==> src/rtl/lane_skid_stage_pkg.sv <==
// Shared constants and lane-slicing helper for the core pipeline stage registers.
package lane_skid_stage_pkg;

    localparam int unsigned LANES_DEF  = 2;
    localparam int unsigned DATA_W_DEF = 32;

    // Base bit of lane k inside a packed group of w-bit lanes.
    function automatic int unsigned lane_base(input int unsigned k, input int unsigned w);
        return k * w;
    endfunction

endpackage

==> src/rtl/lane_prefix_accept.sv <==
// In-order effective-accept mask: a lane leaves only if every earlier valid lane also leaves.
module lane_prefix_accept
    import lane_skid_stage_pkg::*;
#(
    parameter int unsigned LANES = LANES_DEF
) (
    input  logic [LANES-1:0] valid_i,
    input  logic [LANES-1:0] accept_i,
    output logic [LANES-1:0] eff_o
);

    logic blocked;

    always_comb begin
        blocked = 1'b0;
        eff_o   = '0;
        for (int k = 0; k < LANES; k++) begin
            eff_o[k] = accept_i[k] & valid_i[k] & ~blocked;
            // A valid lane that stays put blocks every later lane.
            blocked  = blocked | (valid_i[k] & ~eff_o[k]);
        end
    end

endmodule

==> src/rtl/lane_skid_stage.sv <==
// N-lane pipeline stage with one-group skid buffer, per-lane in-order drain,
// synchronous flush and a saturating stall-cycle counter.
module lane_skid_stage
    import lane_skid_stage_pkg::*;
#(
    parameter int unsigned LANES  = LANES_DEF,
    parameter int unsigned DATA_W = DATA_W_DEF,
    parameter int unsigned CNT_W  = 16
) (
    input  logic                    clock_i,
    input  logic                    resetn_i,
    input  logic                    flush_i,
    input  logic [LANES-1:0]        in_valid_i,
    input  logic [LANES*DATA_W-1:0] in_data_i,
    output logic                    in_ready_o,
    output logic [LANES-1:0]        out_valid_o,
    output logic [LANES*DATA_W-1:0] out_data_o,
    input  logic [LANES-1:0]        out_accept_i,
    output logic [CNT_W-1:0]        stall_cnt_o
);

    logic [LANES-1:0]        head_valid_q, head_valid_d;
    logic [LANES*DATA_W-1:0] head_data_q, head_data_d;
    logic [LANES-1:0]        skid_valid_q, skid_valid_d;
    logic [LANES*DATA_W-1:0] skid_data_q, skid_data_d;
    logic                    skid_full_q, skid_full_d;
    logic                    ready_q, ready_d;
    logic [CNT_W-1:0]        stall_q, stall_d;

    logic [LANES-1:0] eff;
    logic [LANES-1:0] head_keep;
    logic             push;
    logic             drain;

    lane_prefix_accept #(
        .LANES (LANES)
    ) u_prefix_accept (
        .valid_i  (head_valid_q),
        .accept_i (out_accept_i),
        .eff_o    (eff)
    );

    always_comb begin
        push      = ready_q & (|in_valid_i);
        head_keep = head_valid_q & ~eff;
        drain     = ~|head_keep;

        head_valid_d = head_valid_q;
        head_data_d  = head_data_q;
        skid_valid_d = skid_valid_q;
        skid_data_d  = skid_data_q;
        skid_full_d  = skid_full_q;
        stall_d      = stall_q;

        if (flush_i) begin
            head_valid_d = '0;
            skid_full_d  = 1'b0;
        end else begin
            if (drain && skid_full_q) begin
                head_valid_d = skid_valid_q;
                head_data_d  = skid_data_q;
                skid_full_d  = 1'b0;
            end else if (drain && push) begin
                head_valid_d = in_valid_i;
                head_data_d  = in_data_i;
            end else begin
                head_valid_d = head_keep;
            end
            // Anything pushed that did not land in the head goes to the skid.
            if (push && !(drain && !skid_full_q)) begin
                skid_valid_d = in_valid_i;
                skid_data_d  = in_data_i;
                skid_full_d  = 1'b1;
            end
            if ((|head_valid_q) && !(|eff) && !(&stall_q)) begin
                stall_d = stall_q + 1'b1;
            end
        end

        ready_d = ~skid_full_d;
    end

    always_ff @(posedge clock_i or negedge resetn_i) begin
        if (!resetn_i) begin
            head_valid_q <= '0;
            head_data_q  <= '0;
            skid_valid_q <= '0;
            skid_data_q  <= '0;
            skid_full_q  <= 1'b0;
            ready_q      <= 1'b1;
            stall_q      <= '0;
        end else begin
            head_valid_q <= head_valid_d;
            head_data_q  <= head_data_d;
            skid_valid_q <= skid_valid_d;
            skid_data_q  <= skid_data_d;
            skid_full_q  <= skid_full_d;
            ready_q      <= ready_d;
            stall_q      <= stall_d;
        end
    end

    assign in_ready_o  = ready_q;
    assign out_valid_o = head_valid_q;
    assign out_data_o  = head_data_q;
    assign stall_cnt_o = stall_q;

endmodule

==> config.mk <==
export PLATFORM = sky130hd
export DESIGN_NAME = lane_skid_stage
export DESIGN_NICKNAME = d
export VERILOG_FILES = /design/src/rtl/lane_skid_stage_pkg.sv /design/src/rtl/lane_prefix_accept.sv /design/src/rtl/lane_skid_stage.sv
export SDC_FILE = /design/constraint.sdc
export NUM_CORES = 1
export LEC_CHECK = 0
export CAP_MARGIN = 5
export CORE_ASPECT_RATIO = 1.2
export CORE_MARGIN = 4
export CORE_UTILIZATION = 51
export CTS_BUF_LIST = sky130_fd_sc_hd__clkbuf_4 sky130_fd_sc_hd__clkbuf_8
export CTS_CLUSTER_DIAMETER = 100
export DETAILED_ROUTE_END_ITERATION = 12
export PLACE_DENSITY = 0.82
export SYNTH_ARGS = -nofsm -noshare
export SYNTH_HDL_FRONTEND = slang
export SYNTH_SLANG_ARGS = --single-unit
==> constraint.sdc <==
create_clock -name clock_i -period 2.1 [get_ports clock_i]
set_input_delay 0.42 -clock clock_i [delete_from_list [all_inputs] [get_ports clock_i]]
set_output_delay 0.42 -clock clock_i [all_outputs]
set_load 0.005 [all_outputs]
== Yosys cells after proc, flatten, opt, wreduce, memory -nomap -nowiden ==
Index checks and enable logic that the tools add are counted.

* Add/subtract/negate cells: 1
* Muxes and demuxes: 8
* Bitwise logic cells: 11
* Reductions and logical operators: 20

{| class="wikitable"
|+ Operators by type and width
! cell !! number
|-
| 2-to-1 mux 64 bit || 2
|-
| adder 16 x 1 -> 16 bit (second input constant) || 1
|-
| AND reduction 16 bit || 1
|-
| OR reduction 2 bit || 4
|-
| logical AND 1 bit || 6
|-
| 2-to-1 mux 2 bit || 3
|-
| AND reduction 2 bit || 3
|-
| bitwise AND 1 bit || 5
|-
| zero test 1 bit || 5
|-
| NOT 1 bit || 4
|-
| 2-to-1 mux 1 bit || 3
|-
| bitwise AND 2 bit || 1
|-
| NOT 2 bit || 1
|-
| nonzero test 2 bit || 1
|}

* Register bits: 150
* Output and inout bits: 83
* Word-level logic and storage cells: 47

== Depth between registers and ports, before layout ==
* Word-level depth: 15
* Gate-level depth with buffers: 7
* Depth with buffers taken out: 5

== By module ==
From an unflattened synthesis, not the netlist that was laid out.

* Cell total of the unflattened synthesis: 516
* Area, all modules: 6,487.5 um^2

{| class="wikitable"
|+ By module, submodules not included
! module !! times used !! cells each !! area an instance (um^2)
|-
| lane_skid_stage || 1 || 512 || 6,463.7
|-
| lane_prefix_accept || 1 || 4 || 23.8
|}

== Worst setup path after synthesis ==
OpenSTA, ideal clock, no wires.

* Path kind: register to register
* From: register head_valid_q[0], in the netlist out_valid_o[0]
* To: register stall_q[1], in the netlist stall_cnt_o[1]
* Setup time: 0.125 ns
* Arrival: 1.662 ns
* Required time: 1.975 ns
* Path slack: 0.313 ns
* Cell stages (with the launch flop): 6
* Clock period less this slack: 1.787 ns
* Cells stage by stage: dfrtp_1 or3b_4 a21o_1 buf_6 nor2_1 mux2_2

* Longest elaborated chain between the ends: 10

{| class="wikitable"
|+ Ends and longest elaborated chain
! item !! RTL line !! source
|-
| from (decl) || lane_skid_stage.sv:22 || <nowiki>logic [LANES-1:0] head_valid_q, head_valid_d;</nowiki>
|-
| from (signal assigned) || lane_skid_stage.sv:93 || <nowiki>head_valid_q <= head_valid_d;</nowiki>
|-
| bitwise AND 1 bit || lane_prefix_accept.sv:18 || <nowiki>eff_o[k] = accept_i[k] & valid_i[k] & ~blocked;</nowiki>
|-
| NOT 1 bit || lane_prefix_accept.sv:20 || <nowiki>blocked = blocked | (valid_i[k] & ~eff_o[k]);</nowiki>
|-
| bitwise AND 1 bit || lane_prefix_accept.sv:20 ||
|-
| NOT 1 bit || lane_prefix_accept.sv:18 ||
|-
| bitwise AND 1 bit || lane_prefix_accept.sv:18 ||
|-
| OR reduction 2 bit || lane_skid_stage.sv:75 || <nowiki>if ((|head_valid_q) && !(|eff) && !(&stall_q)) begin</nowiki>
|-
| zero test 1 bit || lane_skid_stage.sv:75 ||
|-
| logical AND 1 bit (*) (2 in series) || lane_skid_stage.sv:75 ||
|-
| AND reduction 2 bit (no source line) (*) || n/a ||
|-
| to (signal assigned) || lane_skid_stage.sv:99 || <nowiki>stall_q <= stall_d;</nowiki>
|-
| to (decl) || lane_skid_stage.sv:28 || <nowiki>logic [CNT_W-1:0] stall_q, stall_d;</nowiki>
|}

Every way passes the cells marked *; elsewhere a longest branch is shown, timed or not.
A chain may end at the register's enable or synchronous reset.

== Final worst setup path ==
* From: register ready_q, in the netlist in_ready_o
* To: output port in_ready_o

{| class="wikitable"
|+ RTL lines
! item !! RTL line !! source
|-
| from (decl) || lane_skid_stage.sv:27 || <nowiki>logic ready_q, ready_d;</nowiki>
|-
| from (signal assigned) || lane_skid_stage.sv:98 || <nowiki>ready_q <= ready_d;</nowiki>
|-
| to (decl) || lane_skid_stage.sv:15 || <nowiki>output logic in_ready_o,</nowiki>
|}

No word-level cell between the ends.

==> run_results.csv <==
group,metric,value,unit
floorplan,dieArea,14370,um^2
layout,nFillCells,889,
timing,fmax,517.9,MHz
timing,maxSlewHeadroom,67.02,%
timing,min_period,1931,ps
synth,yosysTopAreaCell,"dfrtp_1",
grt,grt_first_pass_wirelength,23630,um
layout,drive_gt1_share,18.56,%
placed_design,port_buffers,153,
timing,period_share,91.95,%
worst_setup_path,timing.rr.start,"in_ready_o",
pwr,ir_worst_vdd,0.6603,mV
pwr,p_per_area,1131,nW/um^2
timing,drv_slew,0,
route,detail_route.wl_per_cell,16.89,um
placed_design,gp_congestion,0.7705,
route,drc,0,
floorplan,chipWidth,110.1,um
clocking,clockBufferDepth,2,
clocking,cts.repair.resized,0,
worst_setup_path,worstSetupEndpointType,"output pin",
synth,syn-num-nets,591,
timing,tightest_slew,494.7,ps
grt,grtUsageTotal,20.86,%
route,ant_nets,0,
synth,synth-seq-area-share,58.84,%
clocking,htreeDepth,4,
timing,setup-tns-final,0,ps
synth,ys_top_cells_by_area,"dfrtp_1 (58%), mux2_2 (12%), mux2i_1 (10%)",
worst_setup_path,cp_slowest_cell,"dfstp_2",
grt,antenna_found_initial,0,
pwr,leakage,3.956,nW
pwr,switching_share,28.64,%
synth,synth_top_area_share,58.43,%
route,firstDrtPassIters,7,
clocking,cts_buffers,17,
layout,area_growth,36.06,%
floorplan,initial_utilization,52.45,%
worst_setup_path,cp_cell_sequence,"clkdlybuf4s50_1",
pwr,pwr-share-comb,29.7,%
worst_setup_path,critical-path-top-delay-family,"flip-flops",
worst_setup_path,reg2reg_slack,250,ps
worst_setup_path,worst-setup-path-type,"reg -> out",
pwr,power_frac_seq,47.3,%
worst_setup_path,cp-startpoint,"in_ready_o",
floorplan,die_y,130.5,um
timing,skew,13.01,ps
route,wl,14460,um
pwr,p_sw,2.812,mW
synth,netlist-cell-type-count,35,
timing,hold_viol_final,0,
outcome,status,"finished clean",
timing,holdWs,494.1,ps
worst_setup_path,crit_fanout,4,
layout,nets,754,
synth,synth_area,6381,um^2
layout,diodes,0,
floorplan,rows,44,
pwr,clkPwrFrac,23.0,%
synth,ys_ff_latch,150,
layout,utilization,71.36,%
grt,overflow,0,
clocking,cts-root-buf,"clkbuf_8",
hold_path,hp-class,"in -> async",
synth,yosysWarnings,0,
layout,final_cells,856,
grt,grt_max_degree,55,
pwr,internal_power,7.007,mW
run,cap_violations,0,
floorplan,core,12170,um^2
synth,syn_area_per_cell,12.30,um^2
placed_design,dp_cells,823,
floorplan,io_pins,154,
route,drt_iter0_drc,182,
worst_setup_path,crit_required,1680,ps
worst_setup_path,start_kind,"register",
route,num_vias,4578,
timing,rsz0062_at_grt,"no",
layout,final_common_cell,"clkdlybuf4s50_1",
timing,setup_viol,0,
clocking,post_cts_buffers,0,
worst_setup_path,arrival,1510,ps
synth,synth_cells,519,
clocking,clk_latency,430,ps
worst_setup_path,crit_path_max_incr_delay,570,ps
clocking,postCtsHoldBufs,1,
clocking,cts_sinks,150,
placed_design,dpl.hpwl,10290,um
clocking,cts_tree,"done",
worst_setup_path,cp.buffers_inverters,1,
grt,grt_pass1_vias,4900,
clocking,clkTransAtPathRegs,80,ps
layout,layout_common_cells,"clkdlybuf4s50_1 (152), dfrtp_1 (149), a21oi_1 (70), nor2_1 (70), mux2_2 (67)",
route,avgViaCountPerCell,5.348,
state kept, by name, indices dropped and copies added, names as in the netlist:
signal,cells
out_data_o,64
skid_data_q,64
stall_cnt_o,16
out_valid_o,2
skid_valid_q,2
in_ready_o,1
skid_full_q,1
synthesized netlist by cell type:
cell,count
nor4_1,5
o2111a_1,1
o31ai_1,1
mux2i_1,64
or3b_4,1
dfstp_2,1
a21o_1,1
nand3_1,6
or2_2,1
nor3_1,4
o21ai_0,2
nor4_4,1
or2b_1,1
mux2_2,67
nand2b_1,1
a2111oi_4,1
buf_2,15
xor2_1,9
dfrtp_1,149
nand4_1,4
o21a_1,1
ha_1,1
or3_1,2
buf_1,6
a21oi_1,70
inv_1,2
nand4bb_1,1
xnor2_1,5
nand2_1,12
clkbuf_1,8
a31oi_1,1
buf_6,1
nor2_1,71
nor2b_1,2
nor4b_2,1
layout make-up:
cell class / count / area [um^2] / share of cell area, %
Clock buffer: 20 / 275.3 / 3.170
Clock inverter: 12 / 141.4 / 1.628
Inverter: 2 / 7.507 / 0.08647
Multi-Input combinational cell: 337 / 2509 / 28.89
Sequential cell: 150 / 3755 / 43.25
Tap cell: 161 / 201.4 / 2.320
Timing Repair Buffer: 174 / 1793 / 20.65
kinds of logic (layout without fill, tap and decap cells):
group | count (synthesis) | in the layout | synth area share, %
compound gates | 78 | 78 | 6.706
xor+xnor | 14 | 14 | 1.922
fa+ha+maj | 1 | 1 | 0.1960
buf+inv | 32 | 208 | 2.294
flops | 150 | 150 | 58.84
mux | 131 | 131 | 21.86
simple gates | 113 | 113 | 8.176
routing by layer:
| layer | GRT usage [%] | up-vias | share of wire [%] |
|---|---|---|---|
| met5 | 0 | - | 0 |
| met4 | 7.246 | 0 | 2.2 |
| met3 | 4.177 | 26 | 5.5 |
| met2 | 36.89 | 140 | 52 |
| met1 | 25.34 | 2271 | 40 |
| li1 | - | 2141 | - |
path summary, 6_finish.rpt:
path,to,depth (start not counted)
setup / recovery,in_ready_o,1
setup reg to reg,skid_data_q[11],6
hold reg to reg,skid_data_q[26],1
max in group asynchronous,out_data_o[45],3
hold / removal,out_data_o[36],2
min in group clock_i,skid_data_q[26],1
power groups by stage:
stage / combinational [mW] / sequential [mW] / clock, mW
floorplan: 1.42 / 4.57 / 0
finish: 2.92 / 4.64 / 2.26
detailed placement: 2.96 / 4.69 / 0
global route: 3.21 / 4.78 / 2.45
CTS: 2.97 / 4.65 / 2.31
global placement: 2.84 / 4.61 / 0
through the flow:
step           instance area (um^2)  total power [mW]  setup slack (ps)
2_1_floorplan                  6381             5.991             313.1
3_3_place_gp                   8255             7.447            -124.1
3_5_place_dp                   8255             7.656            -159.0
4_1_cts                        8682             9.931             136.1
5_1_grt                        8682             10.44             92.64
6_report                       8682             9.820             169.0
Power figures use the tool's default switching activity.
